--- src/rtl/pattern_tx_if.sv ---
// Serial pattern transmitter control/status bundle.
interface pattern_tx_if #(
  parameter int unsigned CNT_W = 4,
  parameter int unsigned DIV_W = 8
);
  logic             start;
  logic [CNT_W-1:0] repeat_cnt;
  logic [DIV_W-1:0] bit_div;
  logic             o;
  logic             o_valid;
  logic             busy;
  logic             done;

  modport master (
    output start, repeat_cnt, bit_div,
    input  o, o_valid, busy, done
  );

  modport slave (
    input  start, repeat_cnt, bit_div,
    output o, o_valid, busy, done
  );
endinterface

--- src/rtl/pattern_tx.sv ---
// Serial transmitter: sends PATTERN MSB first, repeated back-to-back, at a divided bit rate.
// All outputs are registered from next-state values so they change on the accepting edge.
module pattern_tx #(
  parameter int unsigned          PAT_W   = 4,
  parameter logic [PAT_W-1:0]     PATTERN = 4'b1101,
  parameter int unsigned          CNT_W   = 4,
  parameter int unsigned          DIV_W   = 8
) (
  input  logic        clk,
  input  logic        n_rst,
  pattern_tx_if.slave bus
);

  localparam int unsigned BIT_W = (PAT_W > 1) ? $clog2(PAT_W) : 1;

  localparam logic [1:0] IDLE = 2'd0;
  localparam logic [1:0] SEND = 2'd1;
  localparam logic [1:0] DONE = 2'd2;

  logic [1:0]       state,    state_nxt;
  logic [DIV_W-1:0] div_lat,  div_lat_nxt;
  logic [DIV_W-1:0] div_cnt,  div_cnt_nxt;
  logic [BIT_W-1:0] bit_idx,  bit_idx_nxt;
  logic [CNT_W-1:0] rep_left, rep_left_nxt;
  logic             o_nxt, o_valid_nxt, busy_nxt, done_nxt;

  // State, counters and registered outputs.
  always_ff @(posedge clk or negedge n_rst) begin
    if (!n_rst) begin
      state       <= IDLE;
      div_lat     <= '0;
      div_cnt     <= '0;
      bit_idx     <= '0;
      rep_left    <= '0;
      bus.o       <= 1'b0;
      bus.o_valid <= 1'b0;
      bus.busy    <= 1'b0;
      bus.done    <= 1'b0;
    end else begin
      state       <= state_nxt;
      div_lat     <= div_lat_nxt;
      div_cnt     <= div_cnt_nxt;
      bit_idx     <= bit_idx_nxt;
      rep_left    <= rep_left_nxt;
      bus.o       <= o_nxt;
      bus.o_valid <= o_valid_nxt;
      bus.busy    <= busy_nxt;
      bus.done    <= done_nxt;
    end
  end

  // Next-state and next-output logic.
  always_comb begin
    state_nxt    = state;
    div_lat_nxt  = div_lat;
    div_cnt_nxt  = div_cnt;
    bit_idx_nxt  = bit_idx;
    rep_left_nxt = rep_left;

    case (state)
      IDLE: begin
        if (bus.start) begin
          div_lat_nxt  = bus.bit_div;
          rep_left_nxt = (bus.repeat_cnt == '0) ? CNT_W'(1) : bus.repeat_cnt;
          bit_idx_nxt  = BIT_W'(PAT_W - 1);
          div_cnt_nxt  = '0;
          state_nxt    = SEND;
        end
      end
      SEND: begin
        if (div_cnt == div_lat) begin
          div_cnt_nxt = '0;
          if (bit_idx != '0) begin
            bit_idx_nxt = bit_idx - BIT_W'(1);
          end else if (rep_left > CNT_W'(1)) begin
            rep_left_nxt = rep_left - CNT_W'(1);
            bit_idx_nxt  = BIT_W'(PAT_W - 1);
          end else begin
            state_nxt = DONE;
          end
        end else begin
          div_cnt_nxt = div_cnt + DIV_W'(1);
        end
      end
      DONE: begin
        state_nxt    = IDLE;
        div_lat_nxt  = '0;
        div_cnt_nxt  = '0;
        bit_idx_nxt  = '0;
        rep_left_nxt = '0;
      end
      default: begin
        state_nxt = IDLE;
      end
    endcase

    o_valid_nxt = (state_nxt == SEND);
    o_nxt       = o_valid_nxt & PATTERN[bit_idx_nxt];
    busy_nxt    = (state_nxt != IDLE);
    done_nxt    = (state_nxt == DONE);
  end

endmodule

--- src/flat_wrapper.sv ---
// flat-port wrapper written by rule: the top's interface ports become plain ports
module pattern_tx_flat 
#(
  parameter int unsigned          PAT_W   = 4,
  parameter logic [PAT_W-1:0]     PATTERN = 4'b1101,
  parameter int unsigned          CNT_W   = 4,
  parameter int unsigned          DIV_W   = 8
)
  (clk, n_rst, bus_start, bus_repeat_cnt, bus_bit_div, bus_o, bus_o_valid, bus_busy, bus_done);
  pattern_tx_if #(.CNT_W(CNT_W), .DIV_W(DIV_W)) bus_i ();
  input  logic clk;
  input  logic n_rst;
  input wire logic [$bits(bus_i.start)-1:0] bus_start;
  input wire logic [$bits(bus_i.repeat_cnt)-1:0] bus_repeat_cnt;
  input wire logic [$bits(bus_i.bit_div)-1:0] bus_bit_div;
  output wire logic [$bits(bus_i.o)-1:0] bus_o;
  output wire logic [$bits(bus_i.o_valid)-1:0] bus_o_valid;
  output wire logic [$bits(bus_i.busy)-1:0] bus_busy;
  output wire logic [$bits(bus_i.done)-1:0] bus_done;
  assign bus_i.start = bus_start;
  assign bus_i.repeat_cnt = bus_repeat_cnt;
  assign bus_i.bit_div = bus_bit_div;
  assign bus_o = bus_i.o;
  assign bus_o_valid = bus_i.o_valid;
  assign bus_busy = bus_i.busy;
  assign bus_done = bus_i.done;
  pattern_tx #(.PAT_W(PAT_W), .PATTERN(PATTERN), .CNT_W(CNT_W), .DIV_W(DIV_W)) u_core (.clk(clk), .n_rst(n_rst), .bus(bus_i));
endmodule
--- config.mk ---
export PLATFORM = sky130hd
export DESIGN_NAME = pattern_tx_flat
export DESIGN_NICKNAME = d
export VERILOG_FILES = /design/src/rtl/pattern_tx_if.sv /design/src/rtl/pattern_tx.sv /design/src/flat_wrapper.sv
export SDC_FILE = /design/constraint.sdc
export NUM_CORES = 1
export LEC_CHECK = 0
export BUFFER_PORTS_ARGS = -buffer_cell sky130_fd_sc_hd__buf_2
export CAP_MARGIN = 20
export CORE_MARGIN = 5
export CORE_UTILIZATION = 56
export DETAILED_ROUTE_END_ITERATION = 10
export GPL_TIMING_DRIVEN = 1
export HOLD_SLACK_MARGIN = 0.03
export PLACE_DENSITY = 0.85
export SYNTH_ARGS = -nofsm -noshare
export SYNTH_HDL_FRONTEND = slang
export SYNTH_SLANG_ARGS = --single-unit
--- constraint.sdc ---
create_clock -name clk -period 2.6 [get_ports clk]
set_input_delay 0.26 -clock clk [delete_from_list [all_inputs] [get_ports clk]]
set_output_delay 0.26 -clock clk [all_outputs]
set_load 0.05 [all_outputs]
After elaboration in Yosys (flattened, before gate mapping):

Cells that the tools add are included.

* register bits after elaboration: 28
* input port bits: 15
* output and inout port bits: 4
* logic and storage cells: 56

* add/subtract/negate cells: 3
* order comparisons: 2
* equality and inequality tests: 9
* mux-type cells: 23
* bitwise operators: 1
* reductions and logical operators: 9

Operators by type and width (count)
* two-way mux 8 bit: 3
* case mux 8 bit (3 select lines): 1
* two-way mux 4 bit: 5
* two-way mux 2 bit: 8
* case mux 8 bit (2 select lines): 1
* case mux 4 bit (3 select lines): 1
* adder 8 x 1 -> 8 bit, second input constant: 1
* equality test 8 bit: 1
* case mux 2 bit (3 select lines): 1
* nonzero test 2 bit: 3
* AND reduction 5 bit: 1
* equality test 2 x 1 -> 1 bit, second input constant: 2
* equality test 2 bit, second input constant: 2
* > comparator 4 x 1 -> 1 bit, second input constant: 1
* logical NOT 4 bit: 1
* != test 2 x 1 -> 1 bit, second input constant: 2
* != test 2 bit, second input constant: 2
* case mux 2 bit (2 select lines): 1
* AND reduction 2 bit: 2
* subtractor 4 x 1 -> 4 bit, second input constant: 1
* < comparator 2 x 3 -> 1 bit, second input constant: 1
* nonzero test 3 bit: 1
* binary-select mux 1 bit (select 2 bit): 1
* logical NOT 2 bit: 1
* 3 further kinds: 3

Longest topological paths before layout:

* word-level depth: 8
* depth in mapped cells: 8
* mapped depth without buffers: 7

Least setup slack after synthesis:

Ideal clock, no wire load.

* path kind: register -> register
* from: register u_core.state[0]
* to: register u_core.rep_left[0]
* library setup time: 0.125 ns
* data arrival time: 1.753 ns
* data required time: 2.475 ns
* path slack: 0.722 ns
* stages on the path, launching flop included: 8
* buffers on the path: 1
* clock period less this slack: 1.878 ns
* cell sequence: dfrtp_1 -> inv_1 -> ha_1 -> nor2b_1 -> or2_2 -> clkbuf_1 -> a21o_1 -> mux2_4

* cells in the longest elaborated chain, start to end: 3
* elaborated cells between the ends (all ways): 10
* classes of those cells: 6 x eq/ne; 1 x mux; 3 x reduce/logical

RTL lines
* from (decl): line pattern_tx.sv:20 `logic [1:0] state, state_nxt;`
* from (signal assigned): line pattern_tx.sv:40 `state <= state_nxt;`
* equality test 2 x 1 -> 1 bit (tied with other cells): line pattern_tx.sv:60 `case (state)`
* != test 2 x 1 -> 1 bit (no source line) (tied with other cells)
* AND reduction 5 bit (no source line)
* to (signal assigned): line pattern_tx.sv:44 `rep_left <= rep_left_nxt;`
* to (decl): line pattern_tx.sv:24 `logic [CNT_W-1:0] rep_left, rep_left_nxt;`

Parallel ways exist; a longest one is shown, timed or not.
A chain may end at the register's enable or synchronous reset.

Worst setup path in the final report:

* from: register u_core.state[1]
* to: register u_core.bus.done

* cells in the longest elaborated chain, start to end: 5
* elaborated cells between the ends (all ways): 8
* classes of those cells: 2 x eq/ne; 5 x mux; 1 x reduce/logical

RTL lines
* two-way mux 2 bit: line pattern_tx.sv:75 `end else if (rep_left > CNT_W'(1)) begin`
* two-way mux 2 bit: line pattern_tx.sv:73 `if (bit_idx != '0) begin`
* two-way mux 2 bit: line pattern_tx.sv:71 `if (div_cnt == div_lat) begin`
* case mux 2 bit (2 select lines) *: line pattern_tx.sv:60
* via u_core.state_nxt[1]: line pattern_tx.sv:20
* equality test 2 bit *: line pattern_tx.sv:100 `done_nxt = (state_nxt == DONE);`
* via u_core.done_nxt: line pattern_tx.sv:25 `logic o_nxt, o_valid_nxt, busy_nxt, done_nxt;`
* to (signal assigned): line pattern_tx.sv:48 `bus.done <= done_nxt;`
* to (decl): line pattern_tx_if.sv:21 `output o, o_valid, busy, done`

Mark *: on every way through the listed nets, which the timed path passes. The rest lies on a longest branch.

==> flow_metrics.py <==
metrics = {
    "timing": {
        "fmax_ghz": 0.458,
        "setup_tns_ns": 0,
        "skew_ns": 0.00873,
        "period_share": 0.840,
        "period_minus_slack_ns": 2.18,
        "finalHoldViolCount": 0,
        "setup_viol": 0,
        "slew_headroom": 0.598,
        "drv_slew": 0,
        "worst_pin_slew_ns": 0.603,
        "rsz0062_at_grt": "no",
    },
    "yosys": {
        "syn_area_per_cell_sq_um": 9.31,
        "synth_edf_count": 0,
        "syn_area_sq_um": 1660,
        "synth_seq_cells": 28,
        "synth_most_common_cell": "dfrtp_1",
        "synth_largest_area_cell": "dfrtp_1",
        "ys.flop_type": "dfrtp_1",
        "synth_cell_types": 41,
        "ys_warn_count": 0,
        "yosysSeqAreaShare": 0.423,
        "synth_area_leaders": "dfrtp_1 (42%), o21ai_0 (5.7%), ha_1 (5.3%), nand2_1 (4.3%), a21oi_1 (4.2%)",
        "syn_inst": 178,
        "synth_top_area_frac": 0.423,
        "synth_nets": 200,
        "yosys-top-cells-count": "dfrtp_1 (28), nand2_1 (19), o21ai_0 (19)",
        "async_flop_share": 1.00,
    },
    "cts": {
        "insertion_delay_ns": 0.33,
        "cts_tree": "built",
        "clk_path_buf_depth": 2,
        "path_clk_slew_ns": 0.14,
        "cts_buffers": 3,
        "post_cts_buffers": 0,
        "cts_sinks": 28,
        "cts_root_buf": "clkbuf_4",
        "cts_max_level": 1,
    },
    "global_routing": {
        "grt_use_met1": 0.238,
        "antenna_found_initial": 0,
        "use_met3": 0.0225,
        "grt_pass1_wl_um": 6130,
        "grt.busiest_layer": "met2",
        "grt.met2_usage": 0.308,
        "grt_pass1_vias": 1345,
        "grt_max_degree": 29,
        "grt_use_total": 0.186,
        "grt_overflow": 0,
    },
    "die": {
        "rows": 19,
        "coreArea_sq_um": 2810,
        "die_h_um": 64.4,
        "start_util": 0.591,
        "die_w_um": 64.4,
        "die-area_sq_um": 4150,
        "boundaryPins": 19,
    },
    "placement": {
        "gp_congestion": 0.880,
        "port_buffers": 18,
        "placed_cells": 223,
        "detailed_place_hpwl_um": 2760,
    },
    "route": {
        "drt_drc_violations_left": 0,
        "drt_wl_total_um": 3620,
        "drtPass1Iterations": 4,
        "final_antenna_net_count": 0,
        "drtIter0Drc": 90,
        "vias": 1403,
        "detail_route.wl_per_cell_um": 15.9,
        "vias_per_cell": 6.18,
    },
    "setup_path": {
        "cp-start-kind": "register",
        "cp.arrival_ns": 2.46,
        "critPathCaptureType": "register",
        "critical_path_class": "register to register",
        "crit_fanout": 13,
        "crit_required_ns": 2.88,
    },
    "cells_and_area": {
        "drive_above_1_share": 0.163,
        "syn2layout_area_growth_pct": 9.06,
        "fin_util": 0.645,
        "fin_nets": 220,
        "final_cells": 227,
        "nFillCells": 232,
        "antennaDiodeCount": 0,
    },
    "worst_hold_path": {
        "min_path_type": "primary input to register",
    },
    "power": {
        "p_per_area_nw_per_um2": 1110,
        "p_leak_nw": 0.845,
        "vdd_ir_drop_max_uv": 656,
    },
    "status": {
        "status": "complete, no violations",
    },
    "flow_run": {
        "maxCapViolCount": 0,
    },
}
## through the flow
| step | worst slack, ns | instance area, sq um | total power [mW] | hold WS (ns) |
|---|---|---|---|---|
| after floorplan | 0.722 | 1660 | 1.58 | -0.0356 |
| after global placement | 0.513 | 1780 | 1.78 | 0.306 |
| after detailed placement | 0.474 | 1780 | 1.84 | 0.308 |
| after CTS | 0.445 | 1810 | 2.01 | 0.211 |
| after global routing | 0.235 | 1810 | 2.18 | 0.233 |
| final | 0.416 | 1810 | 2.01 | 0.217 |
## worst paths after layout
path,depth (start not counted),slack (ns),endpoint,from
max in group asynchronous,2,1.75,u_core.div_lat[3],n_rst
worst min-delay path,3,0.22,u_core.div_lat[1],bus_bit_div[1]
worst max-delay path,7,0.42,u_core.bus.done,u_core.state[1]
worst max register to register,7,0.42,u_core.bus.done,u_core.state[1]
min in group asynchronous,2,0.45,u_core.div_cnt[1],n_rst
worst min register to register,2,0.55,u_core.div_lat[0],u_core.div_lat[0]
## flip-flops by register name, indices dropped and copies added (netlist names)
| name | count |
|---|---|
| u_core.rep_left | 4 |
| u_core.bus.o_valid | 1 |
| u_core.bus.done | 1 |
| u_core.div_cnt | 8 |
| u_core.bus.busy | 1 |
| u_core.state | 2 |
| u_core.div_lat | 8 |
| u_core.bus.o | 1 |
| u_core.bit_idx | 2 |
## per-layer routing
layer  up-vias  part of all wire
met5         -                 0
met4         0             0.028
met3        11             0.040
met2        41              0.50
met1       680              0.43
li1        671                 -
## critical path, stage by stage (launching register included)
cell and delay, ns:
dfrtp_1 0.44, inv_1 0.12, ha_1 0.46, nor2b_1 0.21, buf_4 0.18, a21oi_1 0.08
a21oi_1 0.41, and2_2 0.23
## kinds of logic after synthesis
family / Yosys count / share of synthesized area
AOI/OAI and AO/OA: 54 / 0.208
muxes: 3 / 0.0211
DFF: 28 / 0.423
and+or+nand+nor: 65 / 0.224
xor gates and xnor gates: 8 / 0.0423
adders and majority gates: 7 / 0.0528
buffers and inverters: 13 / 0.0294
## power breakdown
part           switching, mW  total, mW  internal (mW)  leakage, nW
logic                  0.654       1.08          0.424        0.475
registers              0.169      0.761          0.593        0.356
clock network          0.121      0.175         0.0544       0.0138
total                  0.943       2.01           1.07        0.845
## timing repair
item / in CTS / in global routing
gates resized for setup: 0 / 0
hold buffers: 1 / 0
hold endpoints to repair: 28 / 0
## cell type report
cell class                 instances  area (sq um)  share of cell area
timing repair buffer              20           108              0.0595
sequential                        28           701               0.388
tap                               31          38.8              0.0215
multi-input combinational        137           908               0.502
inverter                           8          30.0              0.0166
clock buffer                       3          22.5              0.0125
## layout by cell type, fill, tap and decap left out, drive strengths merged, types with 2 or more instances in the layout
cell	synthesis	layout
a21o	5	5
a21oi	14	14
a31oi	2	2
and2	2	2
buf	0	19
clkbuf	5	3
dfrtp	28	28
ha	7	7
inv	8	8
mux2i	2	2
nand2	20	20
nand2b	3	3
nand3	4	4
nand4	2	2
nor2	9	9
nor2b	10	10
nor3	4	4
nor4	3	3
o21ai	19	19
o2bb2ai	4	4
or3	3	3
xor2	8	8
Power figures use the tool's default switching activity.
